===== src/rtl/id_hazard_sched_pkg.sv =====
// Shared definitions for the ID-stage hazard scheduler: forward-select codes
// and the per-stage in-flight writer slot layout.
package id_hazard_sched_pkg;

  localparam logic [1:0] BYP_RF  = 2'b00;
  localparam logic [1:0] BYP_EXE = 2'b01;
  localparam logic [1:0] BYP_MEM = 2'b10;
  localparam logic [1:0] BYP_WB  = 2'b11;

  // Width of slot_t: valid + waddr[4:0] + wen + avail + mem_gene.
  localparam int SLOT_W = 9;

  typedef struct packed {
    logic       valid;
    logic [4:0] waddr;
    logic       wen;
    logic       avail;
    logic       mem_gene;
  } slot_t;

  function automatic logic slot_match(input slot_t s, input logic [4:0] addr, input logic en);
    return s.valid & s.wen & (s.waddr == addr) & (addr != 5'd0) & en;
  endfunction

endpackage


===== src/rtl/id_hazard_sched_haz_src_match.sv =====
// Per-source priority match (youngest writer first) returning the hazard
// flag and the forward select for one ID source operand.
module haz_src_match
  import id_hazard_sched_pkg::*;
(
  input  logic [4:0]        src_addr,
  input  logic              src_en,
  input  logic [SLOT_W-1:0] exe_slot,
  input  logic [SLOT_W-1:0] mem_slot,
  input  logic [SLOT_W-1:0] wb_slot,
  output logic              hazard,
  output logic [1:0]        byp_sel
);

  slot_t exe_s;
  slot_t mem_s;
  slot_t wb_s;
  logic  unused_gene_s;

  assign exe_s = slot_t'(exe_slot);
  assign mem_s = slot_t'(mem_slot);
  assign wb_s  = slot_t'(wb_slot);
  // mem_gene only matters while the writer moves EXE to MEM.
  assign unused_gene_s = exe_s.mem_gene ^ mem_s.mem_gene ^ wb_s.mem_gene;

  // First matching slot decides; a not-yet-available result is a hazard.
  always_comb begin
    hazard  = 1'b0;
    byp_sel = BYP_RF;
    if (slot_match(exe_s, src_addr, src_en)) begin
      hazard  = ~exe_s.avail;
      byp_sel = BYP_EXE;
    end else if (slot_match(mem_s, src_addr, src_en)) begin
      hazard  = ~mem_s.avail;
      byp_sel = BYP_MEM;
    end else if (slot_match(wb_s, src_addr, src_en)) begin
      hazard  = ~wb_s.avail;
      byp_sel = BYP_WB;
    end else begin
      hazard  = 1'b0;
      byp_sel = BYP_RF;
    end
  end

endmodule


===== src/rtl/id_hazard_sched.sv =====
// ID issue scheduler: tracks EXE/MEM/WB destination registers, gates ready_go
// and picks bypass sources. Optional stall counter under HAZ_STALL_CNT_EN.
module id_hazard_sched
  import id_hazard_sched_pkg::*;
(
  input  logic       clk,
  input  logic       reset,
  input  logic       id_valid,
  input  logic [4:0] id_rs_addr,
  input  logic       id_rs_en,
  input  logic [4:0] id_rt_addr,
  input  logic       id_rt_en,
  input  logic [4:0] id_w_addr,
  input  logic       id_w_en,
  input  logic       id_exe_gene,
  input  logic       id_mem_gene,
  input  logic       id_fire,
  input  logic       exe_fire,
  input  logic       mem_fire,
  input  logic       wb_retire,
  output logic       id_ready_go,
  output logic [1:0] byp_sel_rs,
  output logic [1:0] byp_sel_rt
`ifdef HAZ_STALL_CNT_EN
  ,
  output logic [31:0] stall_cnt
`endif
);

  slot_t exe_r;
  slot_t mem_r;
  slot_t wb_r;
  logic  haz_rs_s;
  logic  haz_rt_s;
  logic  id_ready_go_s;

  // Slot pipeline: each slot samples its predecessor's pre-edge value, load beats clear.
  always_ff @(posedge clk or negedge reset) begin
    if (!reset) begin
      exe_r <= '0;
      mem_r <= '0;
      wb_r  <= '0;
    end else begin
      if (id_fire) begin
        exe_r <= '{valid: 1'b1, waddr: id_w_addr, wen: id_w_en,
                   avail: id_exe_gene, mem_gene: id_mem_gene};
      end else if (exe_fire) begin
        exe_r.valid <= 1'b0;
      end

      if (exe_fire) begin
        mem_r <= '{valid: exe_r.valid, waddr: exe_r.waddr, wen: exe_r.wen,
                   avail: exe_r.avail | exe_r.mem_gene, mem_gene: exe_r.mem_gene};
      end else if (mem_fire) begin
        mem_r.valid <= 1'b0;
      end

      if (mem_fire) begin
        wb_r <= '{valid: mem_r.valid, waddr: mem_r.waddr, wen: mem_r.wen,
                  avail: 1'b1, mem_gene: mem_r.mem_gene};
      end else if (wb_retire) begin
        wb_r.valid <= 1'b0;
      end
    end
  end

  haz_src_match u_match_rs (
    .src_addr (id_rs_addr),
    .src_en   (id_rs_en),
    .exe_slot (exe_r),
    .mem_slot (mem_r),
    .wb_slot  (wb_r),
    .hazard   (haz_rs_s),
    .byp_sel  (byp_sel_rs)
  );

  haz_src_match u_match_rt (
    .src_addr (id_rt_addr),
    .src_en   (id_rt_en),
    .exe_slot (exe_r),
    .mem_slot (mem_r),
    .wb_slot  (wb_r),
    .hazard   (haz_rt_s),
    .byp_sel  (byp_sel_rt)
  );

  // ready_go must be same-cycle with ID, so it is left combinational.
  assign id_ready_go_s = ~(haz_rs_s | haz_rt_s);
  assign id_ready_go   = id_ready_go_s;

`ifdef HAZ_STALL_CNT_EN
  logic [31:0] stall_cnt_r;

  // Saturating count of cycles a valid ID instruction is held by a hazard.
  always_ff @(posedge clk or negedge reset) begin
    if (!reset) begin
      stall_cnt_r <= 32'd0;
    end else if (id_valid & ~id_ready_go_s & (stall_cnt_r != 32'hFFFF_FFFF)) begin
      stall_cnt_r <= stall_cnt_r + 32'd1;
    end
  end

  assign stall_cnt = stall_cnt_r;
`else
  logic unused_valid_s;
  assign unused_valid_s = id_valid;
`endif

endmodule


===== config.mk =====
export PLATFORM = sky130hd
export DESIGN_NAME = id_hazard_sched
export DESIGN_NICKNAME = d
export VERILOG_FILES = /design/src/rtl/id_hazard_sched_pkg.sv /design/src/rtl/id_hazard_sched_haz_src_match.sv /design/src/rtl/id_hazard_sched.sv
export SDC_FILE = /design/constraint.sdc
export NUM_CORES = 1
export LEC_CHECK = 0
export ABC_AREA = 1
export BUFFER_PORTS_ARGS = -buffer_cell sky130_fd_sc_hd__buf_2
export CELL_PAD_IN_SITES_DETAIL_PLACEMENT = 0
export CELL_PAD_IN_SITES_GLOBAL_PLACEMENT = 1
export CORE_MARGIN = 2
export CORE_UTILIZATION = 37
export CTS_CLUSTER_DIAMETER = 80
export CTS_CLUSTER_SIZE = 30
export DETAILED_ROUTE_END_ITERATION = 10
export MAX_ROUTING_LAYER = met4
export PLACE_DENSITY = 0.75
export SYNTH_ARGS = -nofsm -noshare
export SYNTH_HDL_FRONTEND = slang
export SYNTH_HIERARCHICAL = 1
export SYNTH_SLANG_ARGS = --single-unit

===== constraint.sdc =====
create_clock -name clk -period 1.3 [get_ports clk]
set_input_delay 0.26 -clock clk [delete_from_list [all_inputs] [get_ports clk]]
set_output_delay 0.26 -clock clk [all_outputs]
set_load 0.03 [all_outputs]

==> results of run 1 <==
[final timing paths]
path / end / slack (ns) / depth (start not counted)
worst max-delay path: id_ready_go / -0.64 / 10
worst min-delay path: exe_r[6]$_DFFE_PN0P_ / 0.19 / 3
worst min register to register: exe_r[0]$_DFFE_PN0P_ / 0.47 / 2
max in group asynchronous: wb_r[5]$_DFFE_PN0P_ / 0.38 / 2
worst max register to register: wb_r[2]$_DFFE_PN0P_ / 0.45 / 4
min in group asynchronous: wb_r[2]$_DFFE_PN0P_ / 0.50 / 2
[per-stage QoR]
step                      utilization [%]  cells  setup WS, ns  hold slack [ns]  instance area, sq um
final                                48.6    412        -0.642            0.189                  2510
after CTS                            47.5    411        -0.640            0.188                  2460
after floorplan                         -    289        -0.201          -0.0356                  2010
after detailed placement             45.6    406        -0.414            0.286                  2360
after global placement               45.6    406        -0.420            0.285                  2360
after global routing                 48.6    412        -0.739            0.196                  2510
[layout by cell type, fill, tap and decap left out, types with 2 or more instances in the layout]
cell type	n
o21ai_1	3
xnor2_1	8
nor2_2	10
nand2_1	108
nand2_2	12
buf_2	25
nand2_4	3
nand3_1	9
nor2_4	7
dfrtp_1	14
inv_2	11
nand3_2	2
o21ai_0	5
buf_6	5
inv_4	2
dfrtp_2	11
inv_6	2
and2_1	2
clkbuf_8	3
inv_1	34
and3_1	2
nor2_8	2
nand4_1	2
xor2_1	4
xnor2_2	4
a21oi_2	3
nor2_1	15
o21ai_2	3
buf_4	25
[metal layers]
metal	vias to the layer above	track usage (%)
met1	752	23.0
met2	30	27.4
li1	967	-
met4	0	3.93
met5	-	-
met3	4	1.40
[sequential cells by signal, indices dropped and copies added (netlist names)]
register / cells
wb_r: 8
mem_r: 8
exe_r: 9
[report_power, final]
| part | internal [W] | switching (W) | leakage, nW |
|---|---|---|---|
| clock | 0.000219 | 0.000234 | 0.0228 |
| combinational | 0.000297 | 0.000346 | 1.03 |
| sequential | 0.000862 | 0.000113 | 0.292 |
[final cells by class]
class	instances	area (sq um)
clock buffer	4	45.0
tap	70	87.6
fill	572	2660
sequential	25	639
inverter	49	199
multi-input combinational	208	1160
timing repair buffer	56	379
[worst reg2reg max path, stage by stage, from the launching register on]
cell and delay, ns:
dfrtp_1 0.40, buf_4 0.14, buf_4 0.12, nand2_1 0.05, nand2_1 0.05
[what timing repair did]
| action | CTS | global route |
|---|---|---|
| hold buffers | 1 | 0 |
| endpoints found under the setup margin | 5 | 5 |
| setup buffers | 0 | 1 |
| pin swaps | 9 | 5 |
| endpoints found under the hold margin | 3 | 0 |
| cloned | 0 | 0 |
| resized for setup | 17 | 17 |
==> results.yml, run 1 <==
detailed_routing:
  route.met2.wl_mm: 2.18
  drtPass1Iterations: 5
  drc: 0
  via_count: 1753
  finalWirelength_mm: 4.60
  wl_met3_um: 134
  antenna_left: 0
  first_iter_violations: 67
  vias_per_cell: 4.25
  topRoutingLayerUsed: "met4"
  drt-met1-wl_mm: 2.24
  avgRoutedWirePerCell_um: 11.2
cts:
  worstSkewPairLatency_ns: 0.26
  clkTransAtPathRegs_ns: 0.09
  ctsRootBufferMaster: "clkbuf_8"
  cts_buffer_depth: 2
  cts_tree: "built"
  cts_sinks: 25
  cts_buffers: 3
  htree_levels: 1
global_route:
  grt_first_pass_wirelength_mm: 7.85
  overflow: 0
  grt_pass1_vias: 1632
  grt_max_degree: 26
  antenna_found_initial: 0
  gr-usage-all-layers_pct: 16.9
critical_path:
  critical_path_class: "reg -> out"
  slowest_delay_ns: 0.39
  required_ns: 1.04
  worstPathCellList: "nand2_1 > nor2_1 > and2_1 > nand2_1 > nor2_4 > nor2_1 > nor2_1 > nor2_2 > nor2_4 > buf_6"
  cp-start-kind: "register"
  critPathSlowestCell: "dfrtp_1"
  r2r-start: "wb_r[2]$_DFFE_PN0P_"
  crit_family: "simple AND/OR/NAND/NOR gates"
  end_kind: "output port"
  critPathArrivalTime_ns: 1.68
  worst_path_most_repeated_cell: "nor2_1"
  cp_max_fo: 3
  critPathBufInv: 1
  crit_start: "mem_r[2]$_DFFE_PN0P_"
floorplanning:
  rows: 26
  ioPinCount: 32
  coreArea_sq_um: 5170
  die_h_um: 77.5
  die_w_um: 77.5
  die_area_sq_um: 6000
  initial_core_util_pct: 38.6
timing:
  finalMaxSlewViolations: 0
  finalHoldViolations: 0
  relSlewSlack_pct: 62.6
  min_period_ns: 1.94
  finalSetupTns_ns: -2.70
  clock_skew_ns: 0.000930
  max_freq_ghz: 0.515
  rsz0062_at_grt: "yes"
  setup_viol: 5
  worstMarginPinSlew_ns: 0.561
  period_share_pct: 149
  layout_setup_ws_ns: -0.642
logic_synthesis:
  syn_inst: 289
  syn_nets: 316
  syn_area_sq_um: 2000
  yosysWarnings: 6
  synth.avg_cell_area_sq_um: 6.91
placement:
  gp_congestion: 0.810
  place.port_buffers: 30
  dp_hpwl_mm: 3.88
job:
  drv_cap: 0
layout:
  drive_gt1_share_pct: 38.9
  syn_to_final_growth_pct: 25.8
  n_antenna_cell: 0
  nets: 370
status:
  violations: "negative setup slack"
  status: "complete, but fails checks"
pwr:
  leakage_nw: 1.35
  max-vdd-ir-drop_mv: 0.580
  power_density_nw_per_um2: 824
  total_power_w: 0.00207
worst_hold_path:
  hold_start: "id_w_addr[3]"
  hold_class: "in -> reg"
Note: power is estimated with default switching activity, not from simulation.
==> run 2, diff against run 1 <==
--- a/config.mk
+++ b/config.mk
@@ -5,17 +5,17 @@
 export SDC_FILE = /design/constraint.sdc
 export NUM_CORES = 1
 export LEC_CHECK = 0
-export ABC_AREA = 1
+export ABC_AREA = 0
 export BUFFER_PORTS_ARGS = -buffer_cell sky130_fd_sc_hd__buf_2
 export CELL_PAD_IN_SITES_DETAIL_PLACEMENT = 0
 export CELL_PAD_IN_SITES_GLOBAL_PLACEMENT = 1
 export CORE_MARGIN = 2
-export CORE_UTILIZATION = 37
+export CORE_UTILIZATION = 39
 export CTS_CLUSTER_DIAMETER = 80
 export CTS_CLUSTER_SIZE = 30
 export DETAILED_ROUTE_END_ITERATION = 10
 export MAX_ROUTING_LAYER = met4
-export PLACE_DENSITY = 0.75
+export PLACE_DENSITY = 0.73
 export SYNTH_ARGS = -nofsm -noshare
 export SYNTH_HDL_FRONTEND = slang
 export SYNTH_HIERARCHICAL = 1
==> results.yml, run 2 <==
critical_path:
  cp-start-kind: "register"
  crit_family: "simple AND/OR/NAND/NOR gates"
  critPathBufInv: 2
  end_kind: "output port"
  required_ns: 1.04
  critPathSlowestCell: "or4_4"
  critical_path_class: "reg -> out"
  slowest_delay_ns: 0.54
  critPathArrivalTime_ns: 2.14
  cp_max_fo: 3
  r2r_setup_slack_ns: 0.25
  worstPathCellList: "xor2_1 > or4_4 > nor4_4 > buf_4 > a21oi_2 > a22oi_2 > nor2_4 > buf_6"
cts:
  cts_buffer_depth: 2
  htree_levels: 1
  cts_sinks: 25
  clkTransAtPathRegs_ns: 0.09
  worstSkewPairLatency_ns: 0.27
  ctsRootBufferMaster: "clkbuf_8"
  cts_tree: "built"
  cts_buffers: 3
pwr:
  clkPwrFrac_pct: 22.9
  sw_frac_of_total_pct: 29.2
  pwr-share-comb_pct: 28.6
  max-vdd-ir-drop_mv: 0.506
  p_sw_w: 0.000600
  power_density_nw_per_um2: 1010
  cell_internal_pwr_w: 0.00146
  seqPwrFrac_pct: 48.5
  leakage_nw: 0.919
timing:
  period_share_pct: 185
  layout_setup_ws_ns: -1.10
  rsz0062_at_grt: "yes"
  clock_skew_ns: 0.00233
  finalMaxSlewViolations: 0
  finalHoldViolations: 0
  worstMarginPinSlew_ns: 0.580
  finalSetupTns_ns: -5.16
  setup_viol: 5
  max_freq_ghz: 0.416
  min_period_ns: 2.40
  relSlewSlack_pct: 61.3
layout:
  drive_gt1_share_pct: 52.9
  final_cell_mix: "33 x buf_4, 25 x dfrtp_1, 25 x buf_2"
  nets: 219
  largest_register_ffs: 9
  n_antenna_cell: 0
  syn_to_final_growth_pct: 34.3
  top_register: "exe_r"
  fin_util_pct: 54.9
  reg.largest.list: "exe_r x9, mem_r x8, wb_r x8"
  layout.cells.non_filler: 239
  layout_commonest_cell: "buf_4"
placement:
  gp_congestion: 0.818
  place_inst: 231
  place.port_buffers: 30
  dp_hpwl_mm: 2.63
detailed_routing:
  first_iter_violations: 36
  drc: 0
  vias_per_cell: 4.89
  finalWirelength_mm: 3.44
  via_count: 1169
  avgRoutedWirePerCell_um: 14.4
  drtPass1Iterations: 4
  antenna_left: 0
worst_hold_path:
  hold_class: "in -> reg"
logic_synthesis:
  synth.avg_cell_area_sq_um: 12.0
  syn_inst: 127
  yosysWarnings: 6
  syn_nets: 154
  syn_area_sq_um: 1520
floorplanning:
  coreArea_sq_um: 3720
  initial_core_util_pct: 40.9
  ioPinCount: 32
  die_w_um: 66.4
  die_area_sq_um: 4410
  die_h_um: 66.4
  rows: 22
global_route:
  grt_pass1_vias: 1216
  gr-usage-all-layers_pct: 18.0
  overflow: 0
  grt_first_pass_wirelength_mm: 5.73
  antenna_found_initial: 0
  grt_max_degree: 26
status:
  violations: "negative setup slack"
  status: "complete, but fails checks"
job:
  drv_cap: 0
run 2: what timing repair did:
item / CTS / global route
endpoints found under the hold margin: 25 / 0
pin swaps: 2 / 1
hold buffers: 1 / 0
buffers inserted: 2 / 1
endpoints found under the setup margin: 5 / 5
gates resized for setup: 9 / 2
run 2: metal layers:
| metal | track usage (%) | routed length [um] | part of all wire (%) |
|---|---|---|---|
| met2 | 29.5 | 1690 | 49 |
| met3 | 2.73 | 98 | 2.8 |
| met1 | 22.3 | 1600 | 46 |
| met5 | - | 0 | 0 |
| met4 | 6.89 | 56 | 1.6 |
run 2: final timing paths:
check                      depth (start not counted)                    to                 start
setup / recovery                                   8           id_ready_go  mem_r[5]$_DFFE_PN0P_
hold / removal                                     2  exe_r[2]$_DFFE_PN0P_               id_w_en
setup reg to reg                                   3  mem_r[5]$_DFFE_PN0P_  mem_r[5]$_DFFE_PN0P_
hold reg to reg                                    1   wb_r[1]$_DFFE_PN0P_   wb_r[1]$_DFFE_PN0P_
max in group asynchronous                          2   wb_r[7]$_DFFE_PN0P_                 reset
min in group asynchronous                          2   wb_r[2]$_DFFE_PN0P_                 reset
run 2: per-stage QoR:
| step | hold WS [ns] | worst slack, ns | cell area (sq um) | power [W] |
|---|---|---|---|---|
| 6_report | 0.209 | -1.10 | 2040 | 0.00206 |
| 5_1_grt | 0.202 | -1.23 | 2040 | 0.00217 |
| 4_1_cts | 0.208 | -1.11 | 2030 | 0.00206 |
| 3_5_place_dp | 0.283 | -0.997 | 1930 | 0.00159 |
| 3_3_place_gp | 0.273 | -0.955 | 1930 | 0.00157 |
| 2_1_floorplan | -0.0356 | -0.684 | 1540 | 0.00134 |
run 2: final cells by class:
| class | count | area, sq um |
|---|---|---|
| inverter | 5 | 18.8 |
| tap | 48 | 60.1 |
| timing repair buffer | 63 | 428 |
| multi-input combinational | 94 | 863 |
| clock buffer | 4 | 45.0 |
| sequential | 25 | 626 |
| fill | 338 | 1680 |
run 2: power by group through the flow:
| stage | sequential (W) | clock [W] | combinational (W) |
|---|---|---|---|
| floorplan | 0.000986 | 0 | 0.000353 |
| global placement | 0.00101 | 0 | 0.000560 |
| finish | 0.000997 | 0.000471 | 0.000588 |
| CTS | 0.000998 | 0.000483 | 0.000584 |
| detailed placement | 0.00101 | 0 | 0.000575 |
| global route | 0.00101 | 0.000524 | 0.000638 |
